File: config.mk
export PLATFORM = sky130hd
export DESIGN_NAME = axis_header_extractor_flat
export DESIGN_NICKNAME = d
export VERILOG_FILES = /design/src/rtl/axis_pkg.sv /design/src/rtl/axis_header_extractor_if.sv /design/src/rtl/axis_out_reg.sv /design/src/rtl/axis_header_extractor.sv /design/src/flat_wrapper.sv
export SDC_FILE = /design/constraint.sdc
export NUM_CORES = 1
export LEC_CHECK = 0
export CORE_MARGIN = 2
export CORE_UTILIZATION = 30
export CTS_CLUSTER_DIAMETER = 80
export DETAILED_ROUTE_END_ITERATION = 12
export HOLD_SLACK_MARGIN = 0.08
export PLACE_DENSITY = 0.5
export REMOVE_ABC_BUFFERS = 1
export SLEW_MARGIN = 20
export SYNTH_ARGS = -nofsm -noshare
export SYNTH_HDL_FRONTEND = slang
export SYNTH_SLANG_ARGS = --single-unit
File: constraint.sdc
create_clock -name clk -period 5.9 [get_ports clk]
set_input_delay 1.18 -clock clk [delete_from_list [all_inputs] [get_ports clk]]
set_output_delay 1.18 -clock clk [all_outputs]
set_load 0.005 [all_outputs]
File: src/rtl/axis_pkg.sv
// Shared types and helpers for the AXI-Stream header extractor.
package axis_pkg;

  typedef enum logic [2:0] {
    StIdle,
    StHdr,
    StBody,
    StTail,
    StPass,
    StPassRest
  } state_e;

  // Widest tkeep the popcount helper accepts.
  localparam int unsigned MaxKeepWd = 64;

  // Byte counts carry one spare bit so residual + keep count cannot overflow.
  function automatic int unsigned cnt_width(input int unsigned bytes);
    return $clog2(bytes + 1) + 1;
  endfunction

  function automatic int unsigned popcount(input logic [MaxKeepWd-1:0] keep);
    int unsigned n;
    n = 0;
    for (int i = 0; i < MaxKeepWd; i++) begin
      if (keep[i]) n++;
    end
    return n;
  endfunction

endpackage

File: src/rtl/axis_header_extractor_if.sv
// Generic AXI-Stream bundle used for every port of the header extractor.
interface axis_header_extractor_if #(
  parameter int unsigned DATA_WD = 32,
  parameter int unsigned KEEP_WD = 4
);
  logic               tvalid;
  logic               tready;
  logic [DATA_WD-1:0] tdata;
  logic [KEEP_WD-1:0] tkeep;
  logic               tlast;

  modport master (output tvalid, tdata, tkeep, tlast, input tready);
  modport slave (input tvalid, tdata, tkeep, tlast, output tready);
endinterface

File: src/rtl/axis_out_reg.sv
// Registered valid/ready output stage; accepts a new beat whenever empty or draining.
module axis_out_reg #(
  parameter int unsigned DATA_WD = 32,
  parameter int unsigned KEEP_WD = 4
) (
  input  logic               clk,
  input  logic               rst,
  input  logic               load,
  input  logic [DATA_WD-1:0] data,
  input  logic [KEEP_WD-1:0] keep,
  input  logic               last,
  output logic               free,
  axis_header_extractor_if.master m
);
  logic               valid_q;
  logic [DATA_WD-1:0] data_q;
  logic [KEEP_WD-1:0] keep_q;
  logic               last_q;

  assign free = !valid_q || m.tready;

  // Output register: reload only when the current beat is gone or leaving.
  always_ff @(posedge clk) begin
    if (rst) begin
      valid_q <= 1'b0;
      data_q  <= '0;
      keep_q  <= '0;
      last_q  <= 1'b0;
    end else if (free) begin
      valid_q <= load;
      if (load) begin
        data_q <= data;
        keep_q <= keep;
        last_q <= last;
      end
    end
  end

  assign m.tvalid = valid_q;
  assign m.tdata  = data_q;
  assign m.tkeep  = keep_q;
  assign m.tlast  = last_q;
endmodule

File: src/rtl/axis_header_extractor.sv
// Strips a 1..W byte header from each packet; header goes out right-aligned on m00,
// payload is realigned onto full beats on m01.
module axis_header_extractor
  import axis_pkg::*;
#(
  parameter int unsigned DATA_WD      = 32,
  parameter int unsigned DATA_BYTE_WD = DATA_WD / 8,
  parameter int unsigned LEN_WD       = $clog2(DATA_BYTE_WD + 1)
) (
  input  logic clk,
  input  logic rst,
  axis_header_extractor_if.slave  s00,
  axis_header_extractor_if.slave  s01,
  axis_header_extractor_if.master m00,
  axis_header_extractor_if.master m01,
  output logic short_pkt
);
  localparam int unsigned CW = cnt_width(DATA_BYTE_WD);
  typedef logic [CW-1:0] cnt_t;
  localparam cnt_t W = cnt_t'(DATA_BYTE_WD);
  localparam logic [DATA_BYTE_WD-1:0] Ones = '1;
  localparam logic [DATA_WD-1:0] DataOnes = '1;

  state_e                  state_q, state_d;
  logic [LEN_WD-1:0]       len_q, len_d;
  logic [DATA_WD-1:0]      res_q, res_d;
  logic [DATA_WD-1:0]      tail_data_q, tail_data_d;
  logic [DATA_BYTE_WD-1:0] tail_keep_q, tail_keep_d;
  logic                    short_q, short_d;

  cnt_t l_cnt, r_cnt, k_cnt, rk_cnt, wk_cnt;
  logic [DATA_WD-1:0] body_data, res_mask;

  logic                    hdr_load, pay_load, pay_last, m00_free, m01_free;
  logic [DATA_WD-1:0]      hdr_data, pay_data;
  logic [DATA_BYTE_WD-1:0] hdr_keep, pay_keep;

  // The length stream carries no keep/last information.
  logic unused_s00;
  assign unused_s00 = ^{s00.tkeep, s00.tlast};

  assign l_cnt     = cnt_t'(len_q);
  assign r_cnt     = W - l_cnt;
  assign k_cnt     = cnt_t'(popcount(MaxKeepWd'(s01.tkeep)));
  assign rk_cnt    = r_cnt + k_cnt;
  assign wk_cnt    = W - k_cnt;
  assign res_mask  = DataOnes >> {l_cnt, 3'b000};
  assign body_data = DATA_WD'({res_q, s01.tdata} >> {r_cnt, 3'b000});

  // FSM state, latched header length and residual bytes.
  always_ff @(posedge clk) begin
    if (rst) begin
      state_q     <= StIdle;
      len_q       <= '0;
      res_q       <= '0;
      tail_data_q <= '0;
      tail_keep_q <= '0;
      short_q     <= 1'b0;
    end else begin
      state_q     <= state_d;
      len_q       <= len_d;
      res_q       <= res_d;
      tail_data_q <= tail_data_d;
      tail_keep_q <= tail_keep_d;
      short_q     <= short_d;
    end
  end

  // Next state, input ready and output-stage load values.
  always_comb begin
    state_d     = state_q;
    len_d       = len_q;
    res_d       = res_q;
    tail_data_d = tail_data_q;
    tail_keep_d = tail_keep_q;
    short_d     = 1'b0;
    s00.tready  = 1'b0;
    s01.tready  = 1'b0;
    hdr_load    = 1'b0;
    hdr_data    = '0;
    hdr_keep    = '0;
    pay_load    = 1'b0;
    pay_data    = '0;
    pay_keep    = '0;
    pay_last    = 1'b0;
    unique case (state_q)
      StIdle: begin
        s00.tready = !rst;
        if (s00.tvalid && s00.tready) begin
          len_d = s00.tdata;
          if (s00.tdata == '0 || cnt_t'(s00.tdata) > W) state_d = StPass;
          else                                          state_d = StHdr;
        end
      end
      StPass, StPassRest: begin
        s01.tready = !rst && m01_free;
        if (s01.tvalid && s01.tready) begin
          pay_load = 1'b1;
          pay_data = s01.tdata;
          pay_keep = s01.tkeep;
          pay_last = s01.tlast;
          if (s01.tlast) state_d = StIdle;
        end
      end
      StHdr: begin
        s01.tready = !rst && m00_free && m01_free;
        if (s01.tvalid && s01.tready) begin
          hdr_load = 1'b1;
          if (s01.tlast && k_cnt <= l_cnt) begin
            // Whole packet fits in the header: emit what arrived, no payload.
            hdr_data = s01.tdata >> {wk_cnt, 3'b000};
            hdr_keep = Ones >> wk_cnt;
            short_d  = 1'b1;
            state_d  = StIdle;
          end else begin
            hdr_data = s01.tdata >> {r_cnt, 3'b000};
            hdr_keep = Ones >> r_cnt;
            if (l_cnt == W) begin
              state_d = StPassRest;
            end else begin
              res_d = s01.tdata & res_mask;
              if (s01.tlast) begin
                pay_load = 1'b1;
                pay_data = s01.tdata << {l_cnt, 3'b000};
                pay_keep = s01.tkeep << l_cnt;
                pay_last = 1'b1;
                state_d  = StIdle;
              end else begin
                state_d = StBody;
              end
            end
          end
        end
      end
      StBody: begin
        s01.tready = !rst && m01_free;
        if (s01.tvalid && s01.tready) begin
          pay_load = 1'b1;
          pay_data = body_data;
          pay_keep = Ones;
          res_d    = s01.tdata & res_mask;
          if (s01.tlast) begin
            if (rk_cnt <= W) begin
              pay_keep = Ones << (W - rk_cnt);
              pay_last = 1'b1;
              state_d  = StIdle;
            end else begin
              // Leftover bytes of this beat need one more output beat.
              tail_data_d = s01.tdata;
              tail_keep_d = s01.tkeep;
              state_d     = StTail;
            end
          end
        end
      end
      StTail: begin
        if (m01_free) begin
          pay_load = 1'b1;
          pay_data = tail_data_q << {l_cnt, 3'b000};
          pay_keep = tail_keep_q << l_cnt;
          pay_last = 1'b1;
          state_d  = StIdle;
        end
      end
      default: state_d = StIdle;
    endcase
  end

  assign short_pkt = short_q;

  axis_out_reg #(
    .DATA_WD (DATA_WD),
    .KEEP_WD (DATA_BYTE_WD)
  ) u_hdr_reg (
    .clk  (clk),
    .rst  (rst),
    .load (hdr_load),
    .data (hdr_data),
    .keep (hdr_keep),
    .last (1'b1),
    .free (m00_free),
    .m    (m00)
  );

  axis_out_reg #(
    .DATA_WD (DATA_WD),
    .KEEP_WD (DATA_BYTE_WD)
  ) u_pay_reg (
    .clk  (clk),
    .rst  (rst),
    .load (pay_load),
    .data (pay_data),
    .keep (pay_keep),
    .last (pay_last),
    .free (m01_free),
    .m    (m01)
  );
endmodule

File: src/flat_wrapper.sv
// flat-port wrapper written by rule: the top's interface ports become plain ports
module axis_header_extractor_flat import axis_pkg::*;
#(
  parameter int unsigned DATA_WD      = 32,
  parameter int unsigned DATA_BYTE_WD = DATA_WD / 8,
  parameter int unsigned LEN_WD       = $clog2(DATA_BYTE_WD + 1)
)
  (clk, rst, short_pkt, s00_tvalid, s00_tdata, s00_tkeep, s00_tlast, s00_tready, s01_tvalid, s01_tdata, s01_tkeep, s01_tlast, s01_tready, m00_tvalid, m00_tdata, m00_tkeep, m00_tlast, m00_tready, m01_tvalid, m01_tdata, m01_tkeep, m01_tlast, m01_tready);
  axis_header_extractor_if #(.DATA_WD(DATA_WD), .KEEP_WD(1)) s00_i ();
  axis_header_extractor_if #(.DATA_WD(DATA_WD), .KEEP_WD((4))) s01_i ();
  axis_header_extractor_if #(.DATA_WD(DATA_WD), .KEEP_WD((4))) m00_i ();
  axis_header_extractor_if #(.DATA_WD(DATA_WD), .KEEP_WD((4))) m01_i ();
  input  logic clk;
  input  logic rst;
  output logic short_pkt;
  input wire logic [$bits(s00_i.tvalid)-1:0] s00_tvalid;
  input wire logic [$bits(s00_i.tdata)-1:0] s00_tdata;
  input wire logic [$bits(s00_i.tkeep)-1:0] s00_tkeep;
  input wire logic [$bits(s00_i.tlast)-1:0] s00_tlast;
  output wire logic [$bits(s00_i.tready)-1:0] s00_tready;
  input wire logic [$bits(s01_i.tvalid)-1:0] s01_tvalid;
  input wire logic [$bits(s01_i.tdata)-1:0] s01_tdata;
  input wire logic [$bits(s01_i.tkeep)-1:0] s01_tkeep;
  input wire logic [$bits(s01_i.tlast)-1:0] s01_tlast;
  output wire logic [$bits(s01_i.tready)-1:0] s01_tready;
  output wire logic [$bits(m00_i.tvalid)-1:0] m00_tvalid;
  output wire logic [$bits(m00_i.tdata)-1:0] m00_tdata;
  output wire logic [$bits(m00_i.tkeep)-1:0] m00_tkeep;
  output wire logic [$bits(m00_i.tlast)-1:0] m00_tlast;
  input wire logic [$bits(m00_i.tready)-1:0] m00_tready;
  output wire logic [$bits(m01_i.tvalid)-1:0] m01_tvalid;
  output wire logic [$bits(m01_i.tdata)-1:0] m01_tdata;
  output wire logic [$bits(m01_i.tkeep)-1:0] m01_tkeep;
  output wire logic [$bits(m01_i.tlast)-1:0] m01_tlast;
  input wire logic [$bits(m01_i.tready)-1:0] m01_tready;
  assign s00_i.tvalid = s00_tvalid;
  assign s00_i.tdata = s00_tdata;
  assign s00_i.tkeep = s00_tkeep;
  assign s00_i.tlast = s00_tlast;
  assign s00_tready = s00_i.tready;
  assign s01_i.tvalid = s01_tvalid;
  assign s01_i.tdata = s01_tdata;
  assign s01_i.tkeep = s01_tkeep;
  assign s01_i.tlast = s01_tlast;
  assign s01_tready = s01_i.tready;
  assign m00_tvalid = m00_i.tvalid;
  assign m00_tdata = m00_i.tdata;
  assign m00_tkeep = m00_i.tkeep;
  assign m00_tlast = m00_i.tlast;
  assign m00_i.tready = m00_tready;
  assign m01_tvalid = m01_i.tvalid;
  assign m01_tdata = m01_i.tdata;
  assign m01_tkeep = m01_i.tkeep;
  assign m01_tlast = m01_i.tlast;
  assign m01_i.tready = m01_tready;
  axis_header_extractor #(.DATA_WD(DATA_WD), .DATA_BYTE_WD(DATA_BYTE_WD), .LEN_WD(LEN_WD)) u_core (.clk(clk), .rst(rst), .s00(s00_i), .s01(s01_i), .m00(m00_i), .m01(m01_i), .short_pkt(short_pkt));
endmodule
## Word-level counts from Yosys, hierarchy flattened

Index checks and enable logic that the tools add are counted.

- Add/sub/neg operators: 7
- $lt $le $gt $ge: 3
- Eq/ne operators: 15
- Shift operators: 11
- Mux-type cells: 61
- Bitwise operators: 4
- Reduce and logical (&&, ||, !) cells: 25

Operators with widths:

| operator | number |
|---|---|
| 32-bit two-way mux | 13 |
| 32-bit case mux with 4 select lines | 1 |
| 32-bit case mux with 2 select lines | 1 |
| 32-bit by 6-bit left shift with 32-bit output | 2 |
| 32-bit by 7-bit right shift with 32-bit output | 2 |
| 64-bit by 7-bit right shift with 32-bit output | 1 |
| 4-bit two-way mux | 13 |
| 32-bit bitwise AND | 1 |
| 32-bit logical NOT | 1 |
| 32-bit by 6-bit right shift with 32-bit output, first input constant | 1 |
| 3-bit two-way mux | 10 |
| 4-bit case mux with 4 select lines | 1 |
| 1-bit two-way mux | 15 |
| 3-bit case mux with 5 select lines | 1 |
| 2-bit by 1-bit inequality test with 1-bit output, second input constant | 5 |
| 3-bit equality test, second input constant | 3 |
| 2-bit inequality test, second input constant | 4 |
| 4-bit by 3-bit left shift with 4-bit output | 2 |
| 4-bit by 4-bit right shift with 4-bit output, first input constant | 2 |
| 3-bit by 4-bit subtractor with 4-bit output, first input constant | 2 |
| 1-bit logical AND | 7 |
| 7-bit AND reduction | 1 |
| 3-bit by 2-bit equality test with 1-bit output, second input constant | 2 |
| 2-bit two-way mux | 3 |
| 23 further kinds | 32 |

- Register bits: 151
- Output and inout port bits: 79
- Logic and storage cells: 140

## Depth between registers and ports, before layout

Gate-level depths: netlist (run 1).

- Depth after elaboration: 14
- Gate-level depth with buffers: 17

## By module

From an unflattened synthesis (run 1), not the netlist that was laid out.

- Cell total of the unflattened synthesis: 1,388
- Area total of the unflattened synthesis: 10,877.9 um^2

By module, submodules not included:

| module | instances | cells an instance | area an instance (um^2) |
|---|---|---|---|
| axis_header_extractor | 1 | 1,044 | 7,609.8 |
| axis_out_reg | 2 | 172 | 1,634.1 |

## Worst setup path before layout (run 1)

OpenSTA, ideal clock, no wires.

- Path type: input -> register
- Start point: input s01_tkeep[0]
- End point: register u_core.u_hdr_reg.data_q[5] (netlist: u_core.u_hdr_reg.m.tdata[5])
- Data arrival time: 4.314 ns
- Setup slack: 1.464 ns
- Stages: 16
- Buffers on the path: 2
- Cells stage by stage: inv_1 ha_1 xor2_2 ha_1 inv_1 nand2_1 o21a_1 ha_1 nor2b_1 or3_1 buf_2 a21oi_4 nor2_2 buf_6 mux2_4 a221o_1

- Longest elaborated chain between the ends: 12

RTL lines:

| what | RTL line | source |
|---|---|---|
| start, declared | flat_wrapper.sv:23 | `input wire logic [$bits(s01_i.tkeep)-1:0] s01_tkeep;` |
| 1-bit two-way mux * | axis_pkg.sv:25 | `if (keep[i]) n++;` |
| 1-bit by 1-bit adder with 2-bit output | axis_pkg.sv:25 |  |
| 2-bit two-way mux * | axis_pkg.sv:25 |  |
| 2-bit by 1-bit adder with 3-bit output | axis_pkg.sv:25 |  |
| 4-bit two-way mux * | axis_pkg.sv:25 |  |
| 4-bit by 1-bit adder with 4-bit output | axis_pkg.sv:25 |  |
| 4-bit two-way mux * | axis_pkg.sv:25 |  |
| 3-bit by 4-bit subtractor with 4-bit output / 4-bit by 3-bit <= comparator with 1-bit output (equally long branches) | axis_header_extractor.sv:46, axis_header_extractor.sv:109 |  |
| 32-bit by 7-bit right shift with 32-bit output / 1-bit logical AND (equally long branches) | axis_header_extractor.sv:111, axis_header_extractor.sv:109 |  |
| 32-bit two-way mux * | axis_header_extractor.sv:109 | `if (s01.tlast && k_cnt <= l_cnt) begin` |
| 32-bit two-way mux * | axis_header_extractor.sv:107 | `if (s01.tvalid && s01.tready) begin` |
| 32-bit two-way mux * | axis_header_extractor.sv:86 | `unique case (state_q)` |
| end signal, assigned | axis_out_reg.sv:32 | `data_q <= data;` |
| end, declared | axis_out_reg.sv:16 | `logic [DATA_WD-1:0] data_q;` |

Every way passes the cells marked *; elsewhere a longest branch is shown, timed or not.
A chain may end at the register's enable or synchronous reset.

## Worst setup path after layout (run 1)

- Start point: input s01_tkeep[0]
- End point: register u_core.u_hdr_reg.data_q[30] (netlist: u_core.u_hdr_reg.m.tdata[30])

Same word-level chain as after synthesis.

==> impl_metrics.ini, run 1 <==
[global_route]
gr-total-overflow = 0
grt_pass1_wl_mm = 57.6
use_met1_pct = 30.2
use_met2_pct = 34.3
grt_usage_pct = 21.7
top_usage_layer = met2
grt_pass1_vias = 9452
grt_max_degree = 79
grtUsageMet3_pct = 3.70
antenna_found_initial = 0

[synth]
netlist.area_leader.share_pct = 30.5
synth_edf_count = 0
ys.flop_type = dfxtp_1
synthCells = 1251
synth.area.top_cells = dfxtp_1 30%, nand2_1 7.4%, mux2i_1 7.3%
yosysTopAreaCell = dfxtp_1
synthArstFlopShare_pct = 0
netlist_area_mm2 = 0.00993
synth_warnings = 0
ys_seq_elements = 151
ys_types = 76
seq_area_frac_synth_pct = 30.5
syn_area_per_cell_um2 = 7.94

[route]
viasPerCell = 5.64
dr_total_vias = 10069
drc = 0
drtPass1Iterations = 8
wl_per_cell_um = 21.0
drtIter0Drc = 958
ant_nets = 0
wirelength_mm = 37.5

[power]
internal_power_mw = 2.35
ir_worst_vdd_mv = 0.176
switching_share_pct = 39.1
p_seq_share_pct = 30.5
power_switching_mw = 1.51
comb_power_share_pct = 39.2
p_clk_share_pct = 30.3
p_leak_nw = 4.08
p_per_area_mw_per_mm2 = 312

[cts]
ctsResizeCount = 0
cts_tree = built
numCtsBuffers = 17
postCtsHoldBufs = 0
cts_sinks = 151
h-tree-depth = 4
cts.path.max_buffers = 2
cts_setup_buffers = 0
clkLatencyLatePin_ns = 0.44
cts.clk_slew.worst_paths_ns = 0.08
cts-root-buf = clkbuf_16

[final_layout]
drive_above_1_share_pct = 10.1
mostFrequentLayoutCell = nand2_1
nets = 1423
syn2layout_area_growth_pct = 24.6
n_antenna_cell = 0
final_util_pct = 38.0
fin_cells = 1785
fillers = 3440
layout_common_cells = 196 x nand2_1, 152 x clkdlybuf4s50_1, 149 x dfxtp_1, 128 x a21oi_1, 89 x nor2_1
stdcell_area_mm2 = 0.0124

[setup_path]
slowest_stage = o22a_1
r2r_cells = 11
r2r_end = u_core.u_pay_reg.m.tkeep[1]$_SDFFE_PP0P_
required_ns = 6.27
reg2reg_slack_ns = 1.82
critPathMaxFanout = 19
cp_cell_sequence = clkdlybuf4s50_1 > inv_1 > ha_1 > xor2_2 > ha_1 > inv_1 > nand2_1 > o21a_1 > ha_1 > nor2b_1 > or3_1 > nand2_1 > o22a_1 > buf_4 > nand4_1 > a21oi_1
path_common_cell = ha_1
crit_type = in -> reg
arrival_ns = 5.40
critPathCaptureType = flip-flop
reg2reg_from = u_core.len_q[0]$_SDFFE_PP0P_
critPathMaxStageDelay_ns = 0.65
critPathLaunchType = input pin

[placement]
dpl.hpwl_mm = 24.1
dp.cells = 1753
post_dp_cell_area_mm2 = 0.0118
port_buffers = 153
gp_congestion = 0.858

[hold_path]
min_to = u_core.tail_data_q[25]$_SDFFE_PP0P_
hold_start = u_core.tail_data_q[25]$_SDFFE_PP0P_
hp-class = reg -> reg
hold_path_depth = 2

[sta]
skew_ns = 0.00960
finalHoldViolCount = 0
fmax_mhz = 199
slew_headroom_pct = 20.5
timing.hold.ws_ns = 0.454
finalSetupViolCount = 0
fin_crit_sh_pct = 85.4
setup_tns_ns = 0
grt_setup_unrepaired = false
worst_pin_slew_ns = 1.19
slew_violations = 0
period_minus_slack_ns = 5.04

[floorplanning]
dieHeight_um = 186
rows = 66
dieWidth_um = 186
ios = 156
initial_core_util_pct = 30.5
die-area_mm2 = 0.0346
core_mm2 = 0.0325

[job]
drv_cap = 0

[outcome]
status = completed
[synth_stat cells (all sizes together), types with 3 or more instances]
cell / instances
nor4: 9
nor2: 93
o2111ai: 4
a32oi: 4
nand2: 196
o31ai: 4
and2: 6
o22ai: 9
dfxtp: 151
a21oi: 130
clkbuf: 75
ha: 15
o21a: 6
a222oi: 13
nand2b: 7
mux2i: 72
o221ai: 15
xor2: 5
a22oi: 17
nor2b: 24
mux4: 21
inv: 15
a21o: 11
a31oi: 7
a221oi: 9
buf: 47
nand3: 55
o211ai: 3
a211oi: 45
and3: 6
a221o: 8
a32o: 9
a311oi: 8
nand4: 19
o21ai: 46
a2bb2oi: 4
mux2: 16
nor3: 39
[routing by layer]
| metal | vias up | wire length [um] |
|---|---|---|
| li1 | 4761 | - |
| met1 | 4855 | 17100 |
| met2 | 411 | 16900 |
| met3 | 42 | 2650 |
| met4 | 0 | 763 |
| met5 | - | 0 |
[kinds of logic (layout without fill, tap and decap cells)]
family | count (synthesis) | after routing | share of synthesized area, %
mux | 109 | 109 | 14.0
simple gates | 466 | 466 | 21.5
fa+ha+maj | 16 | 16 | 2.09
compound gates | 363 | 363 | 25.2
buf+inv | 138 | 230 | 5.81
flops | 151 | 151 | 30.5
xor+xnor | 8 | 8 | 0.996
[final cells by class]
cell class,count,area (um^2),area share [%]
multi-input combinational,962,6360,51.4
sequential,151,3030,24.5
timing repair buffer,182,1760,14.2
tap,442,553,4.47
clock buffer,17,425,3.44
clock inverter,15,185,1.50
inverter,16,60.1,0.485
[critical path: cells and delay by family]
family	cells	cell delay [ns]
adder cells (fa/ha/maj)	3	1.02
AND/OR/NAND/NOR	5	0.95
AO/OA/AOI/OAI	3	1.00
XOR/XNOR	1	0.20
buffers and inverters	4	1.04
[power by group through the flow]
stage               clock network, mW  registers [mW]  logic [mW]
floorplan                           0            1.22       0.911
global placement                    0            1.20        1.49
detailed placement                  0            1.20        1.50
CTS                              1.19            1.18        1.51
global route                     1.24            1.19        1.65
finish                           1.17            1.18        1.52
[flip-flops by register name, indices dropped and copies added, names as in the netlist]
signal and cells:
u_core.res_q 32, u_core.u_pay_reg.m.tvalid 1, u_core.short_pkt 1, u_core.u_pay_reg.m.tdata 32
u_core.u_hdr_reg.m.tdata 32, u_core.u_pay_reg.m.tlast 1, u_core.tail_data_q 32, u_core.u_hdr_reg.m.tkeep 4
u_core.len_q 3, u_core.u_hdr_reg.m.tvalid 1, u_core.state_q 3, u_core.tail_keep_q 4
u_core.u_hdr_reg.m.tlast 1, u_core.u_pay_reg.m.tkeep 4
[worst max-delay path by stage]
stage / start / end / slack [ns] / cells past startpoint
3_3_place_gp: s01_tkeep[0] / u_core.u_pay_reg.m.tdata[10]$_SDFFE_PP0P_ / 0.42 / 16
5_1_grt: s01_tkeep[0] / u_core.u_hdr_reg.m.tdata[28]$_SDFFE_PP0P_ / 0.64 / 15
3_5_place_dp: s01_tkeep[0] / u_core.u_hdr_reg.m.tdata[30]$_SDFFE_PP0P_ / 0.46 / 16
4_1_cts: s01_tkeep[0] / u_core.u_hdr_reg.m.tdata[30]$_SDFFE_PP0P_ / 0.91 / 16
6_report: s01_tkeep[0] / u_core.u_hdr_reg.m.tdata[30]$_SDFFE_PP0P_ / 0.86 / 16
2_1_floorplan: u_core.len_q[0]$_SDFFE_PP0P_ / u_core.tail_data_q[0]$_SDFFE_PP0P_ / -2.86 / 9
[per-stage QoR]
stage                     setup slack (ns)  total power, mW
after CTS                            0.915             3.88
after floorplan                      -2.86             2.13
after global placement               0.418             2.69
after global routing                 0.637             4.07
final                                0.863             3.87
after detailed placement             0.462             2.70
Note: power is estimated with default switching activity, not from simulation.
==> run 2, diff against run 1 <==
--- a/config.mk
+++ b/config.mk
@@ -12,7 +12,9 @@
 export HOLD_SLACK_MARGIN = 0.08
 export PLACE_DENSITY = 0.5
 export REMOVE_ABC_BUFFERS = 1
+export SETUP_SLACK_MARGIN = 0.05
 export SLEW_MARGIN = 20
 export SYNTH_ARGS = -nofsm -noshare
 export SYNTH_HDL_FRONTEND = slang
 export SYNTH_SLANG_ARGS = --single-unit
+export TNS_END_PERCENT = 30
==> results of run 2 <==
No change in the layout: final DEF, timing and power equal those of run 1.
